[config.mk]
export PLATFORM = sky130hd
export DESIGN_NAME = message_strip
export DESIGN_NICKNAME = d
export VERILOG_FILES = /design/src/rtl/message_pkg.sv /design/src/rtl/message_mask.sv /design/src/rtl/message_strip.sv
export SDC_FILE = /design/constraint.sdc
export NUM_CORES = 2
export LEC_CHECK = 0
export CORE_AREA = 10 10 461 463
export DETAILED_ROUTE_END_ITERATION = 8
export DIE_AREA = 0 0 471 473
export PLACE_DENSITY = 0.54
export SYNTH_ARGS = -nofsm -noshare
export SYNTH_HDL_FRONTEND = slang
export SYNTH_HIERARCHICAL = 1
export SYNTH_SLANG_ARGS = --single-unit
[constraint.sdc]
create_clock -name clk -period 4.7 [get_ports clk]
set_input_delay 0.47 -clock clk [delete_from_list [all_inputs] [get_ports clk]]
set_output_delay 0.47 -clock clk [all_outputs]
set_load 0.02 [all_outputs]
[src/rtl/message_pkg.sv]
// ----------------------------------------------------------------------------
// message_pkg
// Shared widths and the framing state type used by message_strip and
// message_build.
//   BLOCK_W   : padded SHA-2 block width
//   LEN_W     : width of the trailing message-length field
//   PAD_LIMIT : largest residue r (exclusive) that fits the length field
//               in the same block as the final data bits
// ----------------------------------------------------------------------------
package message_pkg;

   localparam int unsigned BLOCK_W   = 512;
   localparam int unsigned LEN_W     = 64;
   localparam int unsigned PAD_LIMIT = 448;
   localparam int unsigned R_W       = $clog2(BLOCK_W);

   typedef enum logic [1:0] {
      ST_EMPTY     = 2'd0,
      ST_HELD      = 2'd1,
      ST_LAST_PEND = 2'd2
   } msg_state_t;

   // Blocks a correctly padded message of len bits occupies:
   // ceil((len + 1 + LEN_W) / BLOCK_W), computed one bit wider to avoid wrap.
   function automatic logic [LEN_W:0] blocks_needed(input logic [LEN_W-1:0] len);
      logic [LEN_W:0] sum;
      sum = {1'b0, len} + (LEN_W+1)'(BLOCK_W + LEN_W);
      return sum >> R_W;
   endfunction

endpackage

[src/rtl/message_mask.sv]
// ----------------------------------------------------------------------------
// message_mask
// Keeps the top r bits of a block and zeroes the rest, which also removes the
// '1' pad bit that follows the message data.
//   block    in  BLOCK_W  block to mask, MSB-first
//   r        in  R_W      number of leading bits to keep (0 keeps nothing)
//   zero_all in  1        force an all-zero result
//   masked   out BLOCK_W  masked block
// ----------------------------------------------------------------------------
module message_mask
   import message_pkg::*;
(
   input  logic [BLOCK_W-1:0] block,
   input  logic [R_W-1:0]     r,
   input  logic               zero_all,
   output logic [BLOCK_W-1:0] masked
);

   logic [BLOCK_W-1:0] keep;

   always_comb begin
      keep   = ~({BLOCK_W{1'b1}} >> r);
      masked = zero_all ? '0 : (block & keep);
   end

endmodule

[src/rtl/message_strip.sv]
// ----------------------------------------------------------------------------
// message_strip
// Removes SHA-2 padding from a stream of 512-bit blocks, emitting the message
// chunks (tail bits zeroed) and the recovered bit length.
//   clk            in  1        clock, rising edge
//   nrst           in  1        asynchronous active-low reset
//   sync_rst       in  1        synchronous clear, same effect as nrst
//   data_in        in  BLOCK_W  padded block, MSB-first
//   data_in_last   in  1        final block (carries the length field)
//   data_in_valid  in  1        input handshake
//   data_in_ready  out 1
//   data_out       out BLOCK_W  recovered message chunk
//   data_out_last  out 1        final chunk of the message
//   data_out_valid out 1        output handshake
//   data_out_ready in  1
//   size_out       out LEN_W    message length in bits
//   size_out_valid out 1        size handshake
//   size_out_ready in  1
//   err            out 1        one-cycle pulse on a framing error
// ----------------------------------------------------------------------------
module message_strip
   import message_pkg::*;
(
   input  logic               clk,
   input  logic               nrst,
   input  logic               sync_rst,
   input  logic [BLOCK_W-1:0] data_in,
   input  logic               data_in_last,
   input  logic               data_in_valid,
   output logic               data_in_ready,
   output logic [BLOCK_W-1:0] data_out,
   output logic               data_out_last,
   output logic               data_out_valid,
   input  logic               data_out_ready,
   output logic [LEN_W-1:0]   size_out,
   output logic               size_out_valid,
   input  logic               size_out_ready,
   output logic               err
);

   msg_state_t         state;
   logic [BLOCK_W-1:0] held;
   logic [LEN_W-1:0]   blk_cnt;

   logic [LEN_W-1:0]   len;
   logic [R_W-1:0]     r;
   logic               len_zero;
   logic               r_zero;
   logic               r_pad;
   logic               r_mid;
   logic               slot_free;
   logic               acc;
   logic               acc_last;
   logic [LEN_W-1:0]   cnt_inc;
   logic               count_bad;
   logic               empty_bad;
   logic [BLOCK_W-1:0] mask_src;
   logic               zero_all;
   logic [BLOCK_W-1:0] masked;

   assign len       = data_in[LEN_W-1:0];
   assign r         = len[R_W-1:0];
   assign len_zero  = (len == '0);
   assign r_zero    = (r == '0);
   assign r_pad     = (r >= R_W'(PAD_LIMIT));
   assign r_mid     = !r_zero && !r_pad;
   assign slot_free = !data_out_valid || data_out_ready;
   assign acc       = data_in_valid && data_in_ready;
   assign acc_last  = acc && data_in_last;
   assign cnt_inc   = blk_cnt + 1'b1;
   assign count_bad = ({1'b0, cnt_inc} != blocks_needed(len));
   assign empty_bad = (state == ST_EMPTY) && ((r_zero && !len_zero) || r_pad);

   // A final block can only be taken once the previous length was consumed.
   always_comb begin
      data_in_ready = 1'b0;
      if (state != ST_LAST_PEND)
         data_in_ready = slot_free && !(data_in_last && size_out_valid);
   end

   // One mask instance is shared: in HELD with r >= PAD_LIMIT the held block
   // is trimmed, every other masking case trims the incoming final block.
   // A single-block message with r >= PAD_LIMIT is malformed and emits zeros;
   // r = 0 already yields zeros through the mask itself.
   always_comb begin
      mask_src = data_in;
      if (state == ST_HELD && r_pad)
         mask_src = held;
      zero_all = (state == ST_EMPTY) && r_pad;
   end

   message_mask u_mask (
      .block    (mask_src),
      .r        (r),
      .zero_all (zero_all),
      .masked   (masked)
   );

   always_ff @(posedge clk or negedge nrst) begin
      if (!nrst) begin
         state          <= ST_EMPTY;
         held           <= '0;
         blk_cnt        <= '0;
         data_out       <= '0;
         data_out_last  <= 1'b0;
         data_out_valid <= 1'b0;
         size_out       <= '0;
         size_out_valid <= 1'b0;
         err            <= 1'b0;
      end else if (sync_rst) begin
         state          <= ST_EMPTY;
         held           <= '0;
         blk_cnt        <= '0;
         data_out       <= '0;
         data_out_last  <= 1'b0;
         data_out_valid <= 1'b0;
         size_out       <= '0;
         size_out_valid <= 1'b0;
         err            <= 1'b0;
      end else begin
         if (data_out_ready)
            data_out_valid <= 1'b0;
         if (size_out_ready)
            size_out_valid <= 1'b0;

         err <= acc_last && (count_bad || empty_bad);

         if (acc) begin
            blk_cnt <= data_in_last ? '0 : cnt_inc;
         end

         if (acc_last) begin
            size_out       <= len;
            size_out_valid <= 1'b1;
         end

         unique case (state)
            ST_EMPTY: begin
               if (acc) begin
                  if (data_in_last) begin
                     data_out       <= masked;
                     data_out_last  <= 1'b1;
                     data_out_valid <= 1'b1;
                  end else begin
                     held  <= data_in;
                     state <= ST_HELD;
                  end
               end
            end
            ST_HELD: begin
               if (acc) begin
                  data_out_valid <= 1'b1;
                  if (!data_in_last) begin
                     data_out      <= held;
                     data_out_last <= 1'b0;
                     held          <= data_in;
                  end else if (r_mid) begin
                     data_out      <= held;
                     data_out_last <= 1'b0;
                     held          <= masked;
                     state         <= ST_LAST_PEND;
                  end else if (r_pad) begin
                     data_out      <= masked;
                     data_out_last <= 1'b1;
                     state         <= ST_EMPTY;
                  end else begin
                     data_out      <= held;
                     data_out_last <= 1'b1;
                     state         <= ST_EMPTY;
                  end
               end
            end
            ST_LAST_PEND: begin
               if (slot_free) begin
                  data_out       <= held;
                  data_out_last  <= 1'b1;
                  data_out_valid <= 1'b1;
                  state          <= ST_EMPTY;
               end
            end
            default: state <= ST_EMPTY;
         endcase
      end
   end

endmodule
## Word level (Yosys, flattened, before mapping)

Index checks and enable logic that the tools add are counted.

- Register bits after elaboration: 1,158
- Input bits: 519
- Output and inout bits: 581

- Add/sub/neg operators: 2
- $lt $le $gt $ge: 1
- Equal/unequal tests: 11
- Shift operators: 1
- Muxes and demuxes: 51
- Bitwise operators: 2
- Reduce and logical (&&, ||, !) cells: 29

Operators with widths:

| kind | count |
|---|---|
| $mux 512 | 16 |
| $pmux 512 s3 | 1 |
| $pmux 512 s2 | 1 |
| $and 512x512->512 | 1 |
| $not 512->512 | 1 |
| $shr 512x9->512 const A | 1 |
| $mux 64 | 5 |
| $add 64x10->65 const B | 1 |
| $add 64x1->64 const B | 1 |
| $logic_not 64->1 | 1 |
| $ne 64x56->1 | 1 |
| $mux 1 | 18 |
| $ne 3x3->1 const B | 6 |
| $reduce_and 5->1 | 3 |
| $mux 2 | 7 |
| $logic_and 1x1->1 | 10 |
| $ge 9x9->1 const B | 1 |
| $logic_not 9->1 | 1 |
| $pmux 1 s3 | 2 |
| $pmux 2 s3 | 1 |
| $reduce_bool 3->1 | 2 |
| $logic_not 1->1 | 5 |
| $ne 4x4->1 const B | 1 |
| $reduce_bool 2->1 | 2 |
| 6 further kinds | 8 |

## Longest topological paths before layout

- Depth in word-level cells: 11
- Gate-level depth with buffers: 14
- Gate-level depth less buffers: 10

## By module

The synthesis kept the hierarchy.

Modules (own cells, without submodules):

| module | times used | cells an instance | area each (um^2) | sequential area each (um^2) |
|---|---|---|---|---|
| message_strip | 1 | 6,296 | 63,458.4 | 28,977.8 |
| message_mask | 1 | 1,312 | 7,230.7 | 0.0 |

## Least setup slack after synthesis

No wires, ideal clock.

- Path type: input -> register
- From: input data_in[40]
- To: register err
- Setup time: 0.137 ns
- Arrival time: 3.161 ns
- Data required time: 4.563 ns
- Slack: 1.402 ns
- Stages on the path: 10
- Path buffers: 1
- Cell sequence: buf_1 -> nand3_1 -> or4_4 -> or4_4 -> or4_4 -> xnor2_2 -> nor4b_1 -> nand4_1 -> nor4b_2 -> a31oi_1

- Word-level cells in the longest chain between the ends: 8
- Elaborated cells on any way between the ends: 10
- Those cells by class: add/sub (1); eq/ne (1); mux (1); reduce/logical (7)

Ends and longest elaborated chain:

| item | RTL line | RTL |
|---|---|---|
| start, declared | message_strip.sv:27 | `input logic [BLOCK_W-1:0] data_in,` |
| parallel branches: the longest is 5 deep, another holds $add 64x10->65 | -- |  |
| $logic_or 1x1->1 * | message_strip.sv:126 | `err <= acc_last && (count_bad \|\| empty_bad);` |
| $logic_and 1x1->1 * | message_strip.sv:126 |  |
| $mux 1 * | message_strip.sv:110 | `end else if (sync_rst) begin` |
| end signal, assigned | message_strip.sv:126 |  |
| end, declared | message_strip.sv:38 | `output logic err` |

Mark *: on every way between the ends.
A chain may end at the register's enable or synchronous reset.

## Worst setup path after layout

- From: register blk_cnt[13]
- To: register err

- Word-level cells in the longest chain between the ends: 5

Ends and longest elaborated chain:

| item | RTL line | RTL |
|---|---|---|
| start, declared | message_strip.sv:43 | `logic [LEN_W-1:0] blk_cnt;` |
| start signal, assigned | message_strip.sv:129 | `blk_cnt <= data_in_last ? '0 : cnt_inc;` |
| $add 64x1->64 | message_strip.sv:70 | `assign cnt_inc = blk_cnt + 1'b1;` |
| $ne 64x56->1 | message_strip.sv:71 | `assign count_bad = ({1'b0, cnt_inc} != blocks_needed(len));` |
| $logic_or 1x1->1 | message_strip.sv:126 |  |
| $logic_and 1x1->1 | message_strip.sv:126 |  |
| $mux 1 | message_strip.sv:110 |  |

No other way between the ends.

==> metrics <==
initial antenna violation count 139; Via Count 69.25k; status finished clean; Fin. Hold Viols 0; H-tree depth 4; Pwr Density 494.3 nW/µm²; DR top layer met5; met2 wire length 172.5 mm; Slew HR 9.300%; maximum root-to-sink buffer count 3; Placer Congestion 0.9268; Syn Inst Count 7607; core area 203500 µm²; total detailed-routing wirelength 390.3 mm; CTS tree yes; Max Freq 0.2741 GHz; crit path capture type flip-flop; clk_skew 0.03173 ns; Area Overhead vs Synth 27.61%; GRT Overall Usage 33.28%; R2R Setup Slk 1.05 ns; crit path max fanout 12; reg2reg start blk_cnt[13]$_DFFE_PN0P_; Clock Tree Root clkbuf_16; Reg area 28980 µm²; maxcap violations 0; IO Count 1100; final core utilization 44.31%; hold endpoint size_out[7]$_DFFE_PN0P_; post-synthesis average cell area 9.291 µm²; Iter 0 DRT Violations 7951; DRT antenna net count 0; Num CTS Buffers 147; min cycle time layout 3.648 ns; Slew @ Worst Pin 1.361 ns; Final period util 77.62%; Post-route DRC 0; vias in the first global route 66.78k; Min Hold Slack 0.08593 ns; FILL cells 19.53k; CP Class reg -> reg; Post-Syn Nets 8131; Die Ht 473 µm; Hold Path Class in -> reg; Total Die Area 222800 µm²; Row Count 166; Crit Reg-Reg Endpoint err$_DFF_PN0_; synthesized cell area 70680 µm²; I/O Buffers 1099; WL met3 35.91 mm; Worst EP arrival 4.34 ns; Hold Path Depth 2; Sw Share 41.81%; switching power 18.64 mW; synth warn 6; worst skew pair latency 0.83 ns; largest net degree at the start of global routing 184; hold path start data_in[7]; drt wl/cell 34.95 µm; CP Data Required Time 5.40 ns; Die W 471 µm; Setup crit start kind flip-flop; DR vias/cell 6.201; Pleak 39.23 nW; Clock Sinks 1158; FF-to-FF path depth 9; worst vdd ir 0.0004449 V; share of layout cells above drive strength 1 13.60%; Multi-input gate area 38320 µm²; total congestion overflow 0; Int Power 25.94 mW; clock transition at the registers of the reported paths 0.06 ns; Setup WS pre-CTS 0.3059 ns; DP Wirelength 274.8 mm; commonest non-fill, non-tap cell in the layout nand2_1; 1st-pass router iterations 6; final setup TNS 0 ns; post-CTS setup buffer count 0; Metal-1 WL 160.6 mm; first-pass GRT wire length 542.5 mm; unrepaired setup endpoints after global routing false; final setup margin 1.052 ns; clock share of power 27.6%; fin. max-slew vios 0; commonest cells after routing, fill and taps aside nand2_1 (1423), dfrtp_1 (1158), clkdlybuf4s50_1 (1089), o31ai_1 (1050), mux2i_1 (513); fin nets 8824; Initial Util 34.72%; sequential share of power 31.8%; final number of setup-violating endpoints 0; Logic pwr share 40.6%
[layout make-up]
class / instances / share of cell area [%]
repair buffers: 1399 / 15.60
well taps: 2688 / 3.729
clock buffers: 215 / 4.885
flip-flops and latches: 1158 / 32.13
diodes: 67 / 0.1859
multi-input cells: 5557 / 42.49
inverters: 37 / 0.1595
clock inverters: 47 / 0.8282
[worst max-delay path by stage]
stage / from / endpoint / slack (ns) / cells past startpoint
4_1_cts: blk_cnt[5]$_DFFE_PN0P_ / err$_DFF_PN0_ / 1.13 / 10
5_1_grt: blk_cnt[0]$_DFFE_PN0P_ / err$_DFF_PN0_ / 0.87 / 10
6_report: blk_cnt[13]$_DFFE_PN0P_ / err$_DFF_PN0_ / 1.05 / 9
2_1_floorplan: data_in[40] / err$_DFF_PN0_ / 1.40 / 10
3_5_place_dp: data_in[52] / err$_DFF_PN0_ / 0.31 / 11
3_3_place_gp: data_in[52] / err$_DFF_PN0_ / 0.30 / 11
[worst max-delay path, stage by stage (launching register included)]
cell and delay, ns:
dfrtp_1 0.54, and4_1 0.31, nand3_1 0.47, nor3_1 0.92
and3_1 0.33, xnor2_1 0.23, xnor2_1 0.17, nand4_1 0.11
nor4_1 0.31, a31oi_1 0.13
[through the flow]
step / instances / area, µm² / power, mW
after floorplan: 7607 / 70680 / 23.59
after detailed placement: 10837 / 84850 / 32.30
after CTS: 11101 / 90030 / 44.69
after global placement: 10837 / 84850 / 32.10
after global routing: 11146 / 90140 / 46.34
final: 11168 / 90190 / 44.58
[power groups by stage]
stage | clock [mW] | sequential, mW | combinational (mW)
after floorplan | 0 | 15.0 | 8.55
after global placement | 0 | 14.2 | 17.9
after detailed placement | 0 | 14.2 | 18.1
after CTS | 12.5 | 14.1 | 18.1
after global routing | 12.8 | 14.4 | 19.1
final | 12.3 | 14.2 | 18.1
[layer usage]
metal  vias to the layer above  GRT usage [%]
met2                      3590          50.54
li1                      29711              -
met3                       741          9.013
met4                        94          16.56
met5                         -              0
met1                     35114          43.54
[state kept, by name, summed over array words and instances (netlist names)]
register	count
data_out_valid	1
held	512
data_out	512
data_out_last	1
size_out	64
size_out_valid	1
blk_cnt	64
err	1
state	2
[repair_timing]
item,CTS,global route
hold endpoints to repair,90,0
resized for setup,0,0
hold buffers,2,0
No activity file was read; power rests on OpenSTA's default activity.
